File: src/rtl/tru_nibble_seq_if.sv
// tru_nibble_seq_if: start/busy/done handshake and operand/result bus for tru_nibble_seq
//   start, a_in, b_in, bin : request and operands (master -> slave)
//   busy, done             : handshake status (slave -> master)
//   d_out, bo, zero        : registered difference, borrow-out, zero flag (slave -> master)
interface tru_nibble_seq_if #(parameter int NIBBLES = 4);
    localparam int W = 4 * NIBBLES;
    logic         start;
    logic [W-1:0] a_in;
    logic [W-1:0] b_in;
    logic         bin;
    logic         busy;
    logic         done;
    logic [W-1:0] d_out;
    logic         bo;
    logic         zero;
    modport master (output start, a_in, b_in, bin, input busy, done, d_out, bo, zero);
    modport slave (input start, a_in, b_in, bin, output busy, done, d_out, bo, zero);
endinterface

File: src/rtl/tru_nibble_seq.sv
// tru_nibble_seq: nibble-serial W-bit subtractor D = A - B - bin sharing one tru_4bit slice
//   clk, rst : rising-edge clock, asynchronous active-high reset
//   bus      : tru_nibble_seq_if slave (start/a_in/b_in/bin in; busy/done/d_out/bo/zero out)
// tru_4bit: 4-bit ripple subtractor slice (A - B - bin -> D, borrow-out bo)
module tru_4bit (
    input  logic [3:0] A,
    input  logic [3:0] B,
    input  logic       bin,
    output logic [3:0] D,
    output logic       bo
);
    // The 5th bit of the widened difference is the borrow-out.
    assign {bo, D} = {1'b0, A} - {1'b0, B} - {4'b0, bin};
endmodule

module tru_nibble_seq #(parameter int NIBBLES = 4) (
    input logic             clk,
    input logic             rst,
    tru_nibble_seq_if.slave bus
);
    localparam int W  = 4 * NIBBLES;
    localparam int CW = NIBBLES > 1 ? $clog2(NIBBLES) : 1;
    typedef enum logic [1:0] {IDLE, RUN, DONE} state_t;
    state_t        state, nxt;
    logic [W-1:0]  a_sh, b_sh, d_sh;
    logic          brw;
    logic [CW-1:0] cnt;
    logic [3:0]    d_nib;
    logic          bo_nib;
    logic [W+3:0]  d_cat;
    logic [W-1:0]  d_next;
    logic          last;
    tru_4bit slice (.A(a_sh[3:0]), .B(b_sh[3:0]), .bin(brw), .D(d_nib), .bo(bo_nib));
    // Concatenate then drop the low nibble so the shift also works when W == 4.
    assign d_cat  = {d_nib, d_sh};
    assign d_next = d_cat[W+3:4];
    assign last   = cnt == CW'(NIBBLES - 1);
    always_ff @(posedge clk or posedge rst) begin
        if (rst) state <= IDLE;
        else     state <= nxt;
    end
    always_comb begin
        nxt = state;
        case (state)
            IDLE:    nxt = bus.start ? RUN : IDLE;
            RUN:     nxt = last ? DONE : RUN;
            default: nxt = IDLE;
        endcase
    end
    always_comb begin
        bus.busy = state == RUN;
        bus.done = state == DONE;
    end
    always_ff @(posedge clk or posedge rst) begin
        if (rst) begin
            a_sh      <= '0;
            b_sh      <= '0;
            d_sh      <= '0;
            brw       <= 1'b0;
            cnt       <= '0;
            bus.d_out <= '0;
            bus.bo    <= 1'b0;
            bus.zero  <= 1'b0;
        end else if (state == IDLE && bus.start) begin
            a_sh <= bus.a_in;
            b_sh <= bus.b_in;
            brw  <= bus.bin;
            cnt  <= '0;
        end else if (state == RUN) begin
            a_sh <= a_sh >> 4;
            b_sh <= b_sh >> 4;
            d_sh <= d_next;
            brw  <= bo_nib;
            cnt  <= cnt + 1'b1;
            if (last) begin
                bus.d_out <= d_next;
                bus.bo    <= bo_nib;
                bus.zero  <= d_next == '0;
            end
        end
    end
endmodule

File: src/flat_wrapper.sv
// flat-port wrapper written by rule: the top's interface ports become plain ports
module tru_nibble_seq_flat 
#(parameter int NIBBLES = 4)
  (clk, rst, bus_start, bus_a_in, bus_b_in, bus_bin, bus_busy, bus_done, bus_d_out, bus_bo, bus_zero);
  tru_nibble_seq_if #(.NIBBLES(NIBBLES)) bus_i ();
  input logic clk;
  input logic rst;
  input wire logic [$bits(bus_i.start)-1:0] bus_start;
  input wire logic [$bits(bus_i.a_in)-1:0] bus_a_in;
  input wire logic [$bits(bus_i.b_in)-1:0] bus_b_in;
  input wire logic [$bits(bus_i.bin)-1:0] bus_bin;
  output wire logic [$bits(bus_i.busy)-1:0] bus_busy;
  output wire logic [$bits(bus_i.done)-1:0] bus_done;
  output wire logic [$bits(bus_i.d_out)-1:0] bus_d_out;
  output wire logic [$bits(bus_i.bo)-1:0] bus_bo;
  output wire logic [$bits(bus_i.zero)-1:0] bus_zero;
  assign bus_i.start = bus_start;
  assign bus_i.a_in = bus_a_in;
  assign bus_i.b_in = bus_b_in;
  assign bus_i.bin = bus_bin;
  assign bus_busy = bus_i.busy;
  assign bus_done = bus_i.done;
  assign bus_d_out = bus_i.d_out;
  assign bus_bo = bus_i.bo;
  assign bus_zero = bus_i.zero;
  tru_nibble_seq #(.NIBBLES(NIBBLES)) u_core (.clk(clk), .rst(rst), .bus(bus_i));
endmodule
File: config.mk
export PLATFORM = sky130hd
export DESIGN_NAME = tru_nibble_seq_flat
export DESIGN_NICKNAME = d
export VERILOG_FILES = /design/src/rtl/tru_nibble_seq_if.sv /design/src/rtl/tru_nibble_seq.sv /design/src/flat_wrapper.sv
export SDC_FILE = /design/constraint.sdc
export NUM_CORES = 1
export LEC_CHECK = 0
export ABC_AREA = 1
export CORE_MARGIN = 1.5
export CORE_UTILIZATION = 30
export DETAILED_ROUTE_END_ITERATION = 12
export PLACE_DENSITY = 0.58
export SYNTH_ARGS = -nofsm -noshare
export SYNTH_HDL_FRONTEND = slang
export SYNTH_SLANG_ARGS = --single-unit
File: constraint.sdc
create_clock -name clk -period 5.9 [get_ports clk]
set_input_delay 0.885 -clock clk [delete_from_list [all_inputs] [get_ports clk]]
set_output_delay 0.885 -clock clk [all_outputs]
set_load 0.05 [all_outputs]
# Yosys cells after proc, flatten, opt, wreduce, memory -nomap -nowiden
# Cells that the tools add are included.
# W data, S select, Z words.
# totals
output_inout_bits	20
in_bits	36
ramBits	0
memories	0
word_cells	33
latchBits	0
regBits	71
romBits	0
# classes
n_reduce_logical	6
n_eq_ne	3
bitwise	1
multipliers	0
order_cmp	0
div	0
n_shift	0
mux	11
addsub	3
# ops
op	count
$mux W16	4
$logic_not A16 Y1	1
$mux W2	3
$sub A4 B4 Y5	1
$sub A5 B1 Y5	1
$eq A2 B2 Y1 const B	2
$pmux W2 S2	1
$mux W1	3
$reduce_and A3 Y1	1
$add A2 B1 Y2 const B	1
$eq A2 B1 Y1 const B	1
$logic_not A2 Y1	1
$reduce_and A2 Y1	1
$reduce_bool A2 Y1	1
$logic_and A1 B1 Y1	1
$not A1 Y1	1

# Logic depth before layout (Yosys ltp)
# Gate-level depths: netlist (run 1).
# depth
depth_word	4
ltp_mapped	11
depth_no_buf	11

# Cells and area by module
# From an unflattened synthesis (run 1), not the netlist that was laid out.
# hier_totals
hier_cells	349
area_unflattened_um2	2990.4
# modules_own_cells
module	cells_per_inst	seq_area_each_um2	instances	area_per_inst_um2
tru_nibble_seq	314	1676.6	1	2760.1
tru_4bit	35	0.0	1	230.2

# Worst setup path before layout (run 1)
# No wires, ideal clock.
# synth_path
path_kind	reg-to-output
from	register u_core.state[1]
to	output port bus_done
t_required_ns	5.015
slack_ns	3.928
path_buffers	0
path_stages_with_launch	3
arrival_ns	1.087
path_cell_list	dfrtp_1 > inv_1 > nor2_1
# synth_via
elab_chain_cells	1
# synth_rtl
element	line_no	text
start: declaration	tru_nibble_seq.sv:24	state_t state, nxt;
start signal: assignment	tru_nibble_seq.sv:40	else state <= nxt;
$eq A2 B2 Y1	tru_nibble_seq.sv:52	bus.done = state == DONE;
end: declaration	flat_wrapper.sv:13	output wire logic [$bits(bus_i.done)-1:0] bus_done;
# No other way between the ends.

# Worst setup path after layout (run 1)
# layout_path
from	register u_core.state[0]
to	output port bus_busy
# layout_via
elab_chain_cells	1
# layout_rtl
element	line_no	text
$eq A2 B1 Y1	tru_nibble_seq.sv:51	bus.busy = state == RUN;
end: declaration	flat_wrapper.sv:12	output wire logic [$bits(bus_i.busy)-1:0] bus_busy;
# No other way between the ends.

==> flow_summary_export.csv, run 1 <==
group,metric,value,unit
clocking,postCtsResizedCells,0,
timing,rsz0062_at_grt,"false",
placement,dp_slack,3380,ps
clocking,clock_latency,340,ps
global_route,overflow,0,
timing,min_period,2887,ps
worst_setup_path,required,5020,ps
timing,hold_viol,0,
logic_synthesis,synthTopCellsByCount,"nand2_1 (123), dfrtp_1 (67), inv_1 (44)",
power_and_ir_drop,powerDensity,577.5,nW/um^2
placement,dp_hpwl,4.179,mm
timing,fmax,0.3464,GHz
timing,skew,6.054,ps
final_layout,fillers,994,
logic_synthesis,synth_nets,376,
clocking,h-tree-depth,3,
worst_setup_path,cp_max_fo,15,
worst_setup_path,worstReg2RegStart,"u_core.state[0]",
worst_setup_path,critPathCaptureType,"output port",
floorplan,die_area,10420,sq um
placement,gp_congestion,0.7550,
final_layout,multi_input_area,1027,sq um
clocking,post-cts-setup-buffers,0,
global_route,antenna_found_initial,0,
hold_path,worstHoldStart,"u_core.bus.d_out[7]",
logic_synthesis,synth_ff_type,"dfrtp_1",
power_and_ir_drop,ir_drop,0.0002089,V
timing,setup-violations-final,0,
global_route,grt_pass1_vias,2307,
logic_synthesis,yosys.area_share.simple,19.37,%
logic_synthesis,netlist_area,2945,sq um
hold_path,hold-path-endpoint,"u_core.bus.d_out[7]",
detailed_routing,drc,0,
final_layout,regArea,1677,sq um
logic_synthesis,synth_top_area_share,56.92,%
detailed_routing,drtPass1Iterations,4,
run_status,outcome,"complete, no violations",
clocking,cts.sinks,67,
timing,final_max_slew_viol_count,0,
worst_setup_path,r2r_end,"u_core.brw",
floorplan,die_w,102.1,um
detailed_routing,detail_route.wirelength,6.113,mm
floorplan,start_util,31.43,%
logic_synthesis,synth_xor_area_share,0.2974,%
logic_synthesis,synthMuxAreaShare,0,%
clocking,clk_pin_slew,70,ps
logic_synthesis,post-synth-top-area-cell,"dfrtp_1",
logic_synthesis,ys_top_cells_by_area,"dfrtp_1 (57%), nand2_1 (16%), inv_1 (5.6%)",
floorplan,core,9371,sq um
worst_setup_path,r2r_slack,3730,ps
logic_synthesis,syn_inst,331,
logic_synthesis,synth_compound_area_share,10.88,%
logic_synthesis,synth_top_family_by_area,"simple AND/OR/NAND/NOR gates",
hold_path,min_path_cells,2,
final_layout,layout.cells.non_filler,520,
hold_path,min_path_type,"flip-flop to flip-flop",
clocking,cts_made_buffers,9,
final_layout,syn_to_final_growth,28.84,%
detailed_routing,vias_per_cell,4.419,
floorplan,num_rows,35,
worst_setup_path,setup.worst_path.start_class,"flip-flop",
clocking,cts-root-buf,"clkbuf_8",
floorplan,ios,56,
detailed_routing,antenna_left,0,
power_and_ir_drop,p_leak,1.799,nW
final_layout,fin_area,3795,sq um
clocking,hold_buffers,0,
global_route,grt_max_degree,68,
timing,fin_crit_sh,48.92,%
logic_synthesis,synth-seq-cells,67,
timing,slew_headroom,39.82,%
final_layout,drive_above_1_share,5.371,%
worst_setup_path,crit_type,"flip-flop to output port",
placement,place_inst,504,
floorplan,die_h,102.1,um
detailed_routing,drt_iter0_drc,98,
logic_synthesis,synthArstFlopShare,100.0,%
worst_setup_path,cp_data_arrival_time,2000,ps
global_route,grt_usage,13.48,%
timing,worstMarginPinSlew,900.1,ps
logic_synthesis,ys_types,22,
worst_setup_path,reg2reg_depth,8,
placement,port_buffers,55,
detailed_routing,post_drt_wl_per_cell,11.76,um
final_layout,antennaDiodeCount,0,
logic_synthesis,avgSynthCellArea,8.898,sq um
logic_synthesis,yosys.cell_count.top_type,"nand2_1",
logic_synthesis,synth_edf_count,0,
final_layout,nets,431,
clocking,cts_buffer_depth,2,
detailed_routing,vias,2298,
logic_synthesis,synthAdderAreaFrac,4.333,%
logic_synthesis,seq_area_frac_synth,56.92,%
timing,setup_ws,3013,ps
job,maxCapViolCount,0,
final_layout,utilization,40.49,%
placement,placed_area,3607,sq um
logic_synthesis,yosys_warnings,0,
global_route,grt_pass1_wl,10.78,mm
timing,tns,0,ps
clocking,cts_tree,"built",
==> worst max-delay path: stages, from the launching register on <==
cell	delay, ps
dfrtp_1	420
inv_2	60
nor2_4	290
clkdlybuf4s50_1	880
==> power breakdown <==
group          internal, mW  leakage, nW  switching, mW  total (mW)
combinational         0.362        0.849          0.694        1.06
sequential            0.661        0.855          0.103       0.764
clock                 0.207       0.0947          0.165       0.372
total                  1.23         1.80          0.962        2.19
==> state kept, by name (all words and copies together) (netlist names) <==
register and count:
u_core.a_sh 16, u_core.b_sh 16, u_core.brw 1, u_core.bus.bo 1
u_core.bus.d_out 16, u_core.bus.zero 1, u_core.cnt 2, u_core.d_sh 12
u_core.state 2
==> worst max path at each step <==
stage | from | depth (start not counted) | to
detailed placement | u_core.state[0] | 3 | bus_busy
global placement | u_core.state[0] | 3 | bus_busy
global route | u_core.state[0] | 3 | bus_busy
finish | u_core.state[0] | 3 | bus_busy
floorplan | rst | 1 | u_core.a_sh[0]
CTS | u_core.state[0] | 3 | bus_busy
==> cell type report <==
| class | instances | area share [%] |
|---|---|---|
| Tap cell | 129 | 4.253 |
| Clock buffer | 14 | 4.022 |
| Sequential cell | 67 | 44.18 |
| Inverter | 47 | 4.649 |
| Clock inverter | 2 | 0.9232 |
| Timing Repair Buffer | 57 | 14.90 |
| Multi-Input combinational cell | 204 | 27.07 |
==> metrics by stage <==
step / hold WS [ps] / total power [mW]
2_1_floorplan: 448.8 / 1.545
3_3_place_gp: 463.2 / 1.810
3_5_place_dp: 465.8 / 1.848
4_1_cts: 482.0 / 2.226
5_1_grt: 501.2 / 2.394
6_report: 478.9 / 2.191
==> placed cells by master, fill, tap and decap left out <==
cell	n
o221ai_1	17
o211ai_1	5
clkbuf_8	10
nor2_4	1
clkbuf_1	4
nor2_1	14
dfrtp_1	67
clkdlybuf4s50_1	55
inv_2	4
nor2_2	1
xnor2_1	1
nand2_1	123
ha_1	7
bufinv_16	1
clkinv_2	1
buf_4	2
nand3_1	5
o21ai_0	17
fa_1	2
a22o_1	1
a21oi_1	2
inv_1	43
nand3b_1	1
o21ai_1	6
nand2_2	1
==> routing by layer <==
metal / GRT usage, % / share of wire (%) / vias up
met3: 4.036 / 5.4 / 11
met1: 17.37 / 48 / 1073
met5: 0 / 0 / -
met2: 21.29 / 45 / 64
li1: - / - / 1150
met4: 5.374 / 1.7 / 0
==> kinds of logic (layout without fill, tap and decap cells) <==
family	count (synthesis)	count (layout)
flops	67	67
xor+xnor	1	1
buf+inv	60	120
simple gates	146	146
fa+ha+maj	9	9
compound gates	48	48
Power figures use the tool's default switching activity.
==> run 2: changes to the inputs <==
PLACE_DENSITY = 0.6   (was 0.58)
clock period = 2.3 ns   (was 5.9 ns; I/O delays follow)
==> run 2 against run 1 <==
- die area is the same
- via count rose by 1.1%
- clock-buffer cell count down 4
- total power grew to 2.6 times the previous value
- sequential power grew to 2.6 times the previous value
- routed wire length rose by 2.7%
- critical path type unchanged
- largest power group unchanged
- highest routed layer unchanged
==> flow_summary_export.csv, run 2 (synthesis gave the netlist of run 1 again) <==
group,metric,value,unit
hold_path,min_path_type,"input pin to async pin",
worst_setup_path,cp.buffers_inverters,2,
timing,rsz0062_at_grt,"false",
timing,tns,0,ps
global_route,grt_pass1_wl,10.91,mm
timing,fin_crit_sh,90.38,%
final_layout,largest_registers,"u_core.a_sh x16, u_core.b_sh x16, u_core.bus.d_out x16",
run_status,outcome,"complete, no violations",
global_route,grt_use_met1,17.98,%
timing,setup-violations-final,0,
floorplan,die_area,10420,sq um
detailed_routing,vias_per_cell,4.442,
clocking,postCtsResizedCells,0,
floorplan,start_util,31.43,%
global_route,antenna_found_initial,0,
global_route,grt_pass1_vias,2371,
global_route,grt_most_used_layer,"met2",
worst_setup_path,critPathCaptureType,"output port",
floorplan,die_h,102.1,um
clocking,cts-root-buf,"clkbuf_8",
final_layout,final_cell_mix,"nand2_1 (123), dfrtp_1 (67), clkdlybuf4s50_1 (54), inv_1 (43)",
final_layout,syn_to_final_growth,30.03,%
power_and_ir_drop,p_leak,1.816,nW
detailed_routing,detail_route.wirelength,6.279,mm
clocking,cts.sinks,67,
clocking,cts_buffer_depth,2,
timing,min_period,2079,ps
final_layout,nets,435,
final_layout,utilization,40.87,%
global_route,use_met3,3.625,%
worst_setup_path,required,1960,ps
timing,slew_headroom,66.27,%
clocking,post-cts-setup-buffers,0,
final_layout,layout_commonest_cell,"nand2_1",
detailed_routing,drtPass1Iterations,4,
global_route,grt_max_degree,68,
timing,hold_slack,399.7,ps
detailed_routing,post_drt_wl_per_cell,12.01,um
worst_setup_path,crit_path_top_delay_cell,"clkdlybuf4s50_1",
worst_setup_path,cp_data_arrival_time,1730,ps
worst_setup_path,cp_max_fo,3,
timing,worstMarginPinSlew,504.4,ps
detailed_routing,vias,2323,
job,maxCapViolCount,0,
timing,final_max_slew_viol_count,0,
timing,fmax,0.4811,GHz
clocking,cts_made_buffers,9,
timing,hold_viol,0,
power_and_ir_drop,powerDensity,1481,nW/um^2
worst_setup_path,setup.worst_path.start_class,"flip-flop",
worst_setup_path,crit_type,"flip-flop to output port",
worst_setup_path,critPathTopFamily,"buffers and inverters",
detailed_routing,antenna_left,0,
timing,skew,11.27,ps
floorplan,num_rows,35,
clocking,clock_latency,340,ps
placement,gp_congestion,0.7785,
worst_setup_path,slowest_delay,820,ps
global_route,met2_usage,21.65,%
clocking,hold_buffers,0,
global_route,overflow,0,
worst_setup_path,path_cells,"inv_1 -> nor2_1 -> clkdlybuf4s50_1",
clocking,h-tree-depth,3,
detailed_routing,drt_iter0_drc,97,
clocking,cts_tree,"built",
final_layout,antennaDiodeCount,0,
power_and_ir_drop,ir_drop,0.0006045,V
worst_setup_path,cp_num_cells,3,
global_route,grt_usage,13.43,%
placement,port_buffers,55,
placement,dp_hpwl,4.314,mm
floorplan,core,9371,sq um
floorplan,ios,56,
worst_setup_path,reg2reg_depth,11,
clocking,clk_pin_slew,70,ps
detailed_routing,drc,0,
final_layout,drive_above_1_share,7.107,%
floorplan,die_w,102.1,um
-- run 2: worst min-delay path, stage by stage --
cell             delay [ps]
clkdlybuf4s50_1         410
inv_2                    70
buf_12                  300
-- run 2: layer usage --
layer  routed length [um]  part of all wire [%]
met2                 2815                    45
met1                 3100                    49
met3                  305                   4.9
met5                    0                     0
met4                   58                  0.92
-- run 2: path summary, 6_finish.rpt --
| path | startpoint | endpoint | slack (ps) |
|---|---|---|---|
| worst max-delay path | u_core.state[1] | bus_done | 220 |
| worst min-delay path | rst | u_core.bus.d_out[0] | 400 |
| worst max register to register | u_core.brw | u_core.brw | 370 |
| worst min register to register | u_core.bus.d_out[2] | u_core.bus.d_out[2] | 480 |
| max in group asynchronous | rst | u_core.a_sh[6] | 1610 |
| min in group clk | u_core.bus.d_out[2] | u_core.bus.d_out[2] | 480 |
-- run 2: stage by stage --
stage          cells  power (mW)  instance area, sq um  setup slack (ps)
5_1_grt          523       6.183                  3830             96.21
2_1_floorplan    331       3.962                  2945             271.8
6_report         523       5.674                  3830             221.3
3_5_place_dp     508       4.788                  3647             357.4
3_3_place_gp     508       4.705                  3647             433.4
4_1_cts          523       5.725                  3830             212.6
-- run 2: area by class of cell --
type | count | area (sq um)
Fill cell | 977 | 5542
Sequential cell | 67 | 1677
Multi-Input combinational cell | 204 | 1027
Timing Repair Buffer | 61 | 605.6
Inverter | 47 | 176.4
Tap cell | 129 | 161.4
Clock buffer | 10 | 127.6
Clock inverter | 5 | 55.05
-- run 2: power breakdown --
group	switching (mW)	internal, mW
clock	0.439	0.491
sequential	0.270	1.69
combinational	1.81	0.971
total	2.52	3.16
==> run 3: changes to the inputs <==
ABC_AREA = default   (was 1)
==> run 3 against run 2 <==
- synthesized area up 0.85%
- combinational power about the same
- register-to-register slack worse by 190 ps
- critical path type is now flip-flop to flip-flop
- highest routed layer unchanged
==> flow_summary_export.csv, run 3 <==
group,metric,value,unit
run_status,outcome,"complete, no violations",
logic_synthesis,synth_xor_area_share,1.179,%
logic_synthesis,synth_top_family_by_area,"compound AO/OA/AOI/OAI gates",
floorplan,start_util,30.67,%
power_and_ir_drop,power_switching,2.402,mW
clocking,postCtsResizedCells,0,
worst_setup_path,required,2520,ps
final_layout,syn_to_final_growth,33.57,%
timing,setup-violations-final,0,
logic_synthesis,yosys.cell_count.top_type,"dfrtp_1",
clocking,h-tree-depth,3,
final_layout,layout_commonest_cell,"dfrtp_1",
detailed_routing,vias,2156,
global_route,grt_usage,12.85,%
logic_synthesis,yosys_warnings,0,
final_layout,final_cell_mix,"dfrtp_1 (67), nand2_1 (61), clkdlybuf4s50_1 (53), o21ai_0 (32), a22oi_1 (24)",
final_layout,fillers,962,
logic_synthesis,seq_area_frac_synth,56.44,%
final_layout,nets,376,
worst_setup_path,slowest_delay,480,ps
worst_setup_path,setup.worst_path.start_class,"flip-flop",
global_route,grt_most_used_layer,"met2",
logic_synthesis,synthAdderAreaFrac,4.297,%
clocking,cts-root-buf,"clkbuf_8",
clocking,hold_buffers,0,
floorplan,die_h,102.5,um
logic_synthesis,ys_types,32,
logic_synthesis,netlist_area,2970,sq um
worst_setup_path,path_cells,"inv_1 -> fa_1 -> fa_2 -> nand2b_1 -> a21oi_1 -> xnor2_1 -> a221oi_1",
final_layout,utilization,40.97,%
power_and_ir_drop,power_frac_comb,46.3,%
power_and_ir_drop,powerDensity,1519,nW/um^2
timing,fin_crit_sh,92.08,%
timing,hold_slack,413.4,ps
logic_synthesis,synth_compound_area_share,15.84,%
final_layout,largest_registers,"u_core.a_sh x16, u_core.b_sh x16, u_core.bus.d_out x16",
timing,hold_viol,0,
logic_synthesis,syn_inst,276,
worst_setup_path,cp_max_fo,2,
worst_setup_path,reg2reg_depth,7,
logic_synthesis,synthMuxAreaShare,6.318,%
clocking,clock_latency,330,ps
job,maxCapViolCount,0,
placement,gp_congestion,0.7303,
logic_synthesis,synth_nets,321,
worst_setup_path,cp_data_arrival_time,2340,ps
logic_synthesis,synth_top_area_share,56.44,%
clocking,cts_tree,"built",
logic_synthesis,synth-seq-cells,67,
hold_path,min_path_type,"input pin to async pin",
power_and_ir_drop,seqPwrFrac,33.3,%
clocking,cts_buffer_depth,2,
logic_synthesis,synthTopCellsByCount,"dfrtp_1 (67), nand2_1 (61), o21ai_0 (32)",
global_route,grt_pass1_vias,2109,
timing,final_max_slew_viol_count,0,
detailed_routing,drc,0,
global_route,overflow,0,
detailed_routing,vias_per_cell,4.597,
floorplan,num_rows,36,
timing,min_period,2118,ps
floorplan,ios,56,
power_and_ir_drop,intPower,3.623,mW
global_route,met2_usage,19.61,%
worst_setup_path,crit_path_top_delay_cell,"fa_1",
timing,worstMarginPinSlew,597.5,ps
final_layout,drive_above_1_share,13.99,%
clocking,clk_pin_slew,70,ps
power_and_ir_drop,ir_drop,0.0005358,V
detailed_routing,drt_iter0_drc,89,
global_route,antenna_found_initial,0,
logic_synthesis,avgSynthCellArea,10.76,sq um
worst_setup_path,critPathTopFamily,"adder cells",
placement,dp_hpwl,4.117,mm
logic_synthesis,yosys.area_share.simple,11.50,%
detailed_routing,detail_route.wirelength,6.199,mm
global_route,grt_max_degree,68,
timing,tns,0,ps
logic_synthesis,ys_top_cells_by_area,"dfrtp_1 (56%), nand2_1 (7.7%), a22oi_1 (6.1%)",
worst_setup_path,critPathCaptureType,"flip-flop",
final_layout,antennaDiodeCount,0,
power_and_ir_drop,clkPwrFrac,20.4,%
floorplan,core,9684,sq um
floorplan,die_w,102.5,um
global_route,grt_pass1_wl,10.43,mm
timing,fmax,0.4722,GHz
clocking,cts_made_buffers,9,
power_and_ir_drop,p_sw_share,39.87,%
logic_synthesis,post-synth-top-area-cell,"dfrtp_1",
global_route,use_met3,5.017,%
detailed_routing,antenna_left,0,
worst_setup_path,cp_num_cells,7,
power_and_ir_drop,p_leak,1.782,nW
timing,rsz0062_at_grt,"false",
global_route,grt_use_met1,17.36,%
logic_synthesis,synth_ff_type,"dfrtp_1",
timing,slew_headroom,60.03,%
placement,port_buffers,55,
logic_synthesis,synthArstFlopShare,100.0,%
logic_synthesis,synth_edf_count,0,
worst_setup_path,crit_type,"flip-flop to flip-flop",
worst_setup_path,cp.buffers_inverters,1,
detailed_routing,drtPass1Iterations,4,
floorplan,die_area,10510,sq um
clocking,cts.sinks,67,
clocking,post-cts-setup-buffers,0,
detailed_routing,post_drt_wl_per_cell,13.22,um
timing,skew,9.494,ps
==> run 3: metrics by stage <==
step                std cells  instance area (sq um)  setup WS, ps  power (mW)
floorplan                 276                   2970         271.8       3.973
global placement          453                   3687         186.6       4.731
detailed placement        453                   3687         103.7       4.799
CTS                       469                   3946         88.21       6.043
global route              469                   3968         29.24       6.494
finish                    469                   3968         182.3       6.025
==> run 3: metal layers <==
layer	up-vias	routed length [um]
li1	1063	-
met1	1019	2890
met2	72	2903
met3	2	388
met4	0	17
met5	-	0
==> run 3: cell type report <==
| type | count | area (sq um) | area share, % |
|---|---|---|---|
| Sequential cell | 67 | 1677 | 42.26 |
| Multi-Input combinational cell | 180 | 1190 | 29.99 |
| Timing Repair Buffer | 61 | 628.1 | 15.83 |
| Tap cell | 133 | 166.4 | 4.194 |
| Clock buffer | 11 | 151.4 | 3.816 |
| Clock inverter | 5 | 107.6 | 2.712 |
| Inverter | 12 | 47.55 | 1.198 |
==> run 3: kinds of logic after synthesis <==
| family | after synthesis |
|---|---|
| adder cells (fa/ha/maj) | 9 |
| AND/OR/NAND/NOR | 80 |
| XOR/XNOR | 4 |
| flip-flops | 67 |
| multiplexers | 13 |
| AO/OA/AOI/OAI | 74 |
| buffers and inverters | 29 |
==> run 3: worst paths after layout <==
path	start	slack, ps	endpoint
setup / recovery	u_core.brw	180	u_core.brw
hold / removal	rst	410	u_core.bus.bo
setup reg to reg	u_core.brw	180	u_core.brw
hold reg to reg	u_core.a_sh[7]	480	u_core.a_sh[7]
max in group asynchronous	rst	1620	u_core.d_sh[12]
min in group clk	u_core.a_sh[7]	480	u_core.a_sh[7]
==> run 3: worst register-to-register path: cells and delay by family (launching register included) <==
kind / cells / cell delay, ps
adders and majority gates: 2 / 890
AOI/OAI and AO/OA: 2 / 450
DFF: 1 / 350
and+or+nand+nor: 1 / 160
xor gates and xnor gates: 1 / 100
buffers and inverters: 1 / 80
==> run 3: power by group through the flow <==
| stage | logic (mW) | clock network, mW | registers (mW) |
|---|---|---|---|
| after floorplan | 1.54 | 0 | 2.43 |
| after global routing | 3.11 | 1.31 | 2.07 |
| final | 2.79 | 1.23 | 2.00 |
| after global placement | 2.72 | 0 | 2.01 |
| after CTS | 2.78 | 1.26 | 2.00 |
| after detailed placement | 2.77 | 0 | 2.02 |
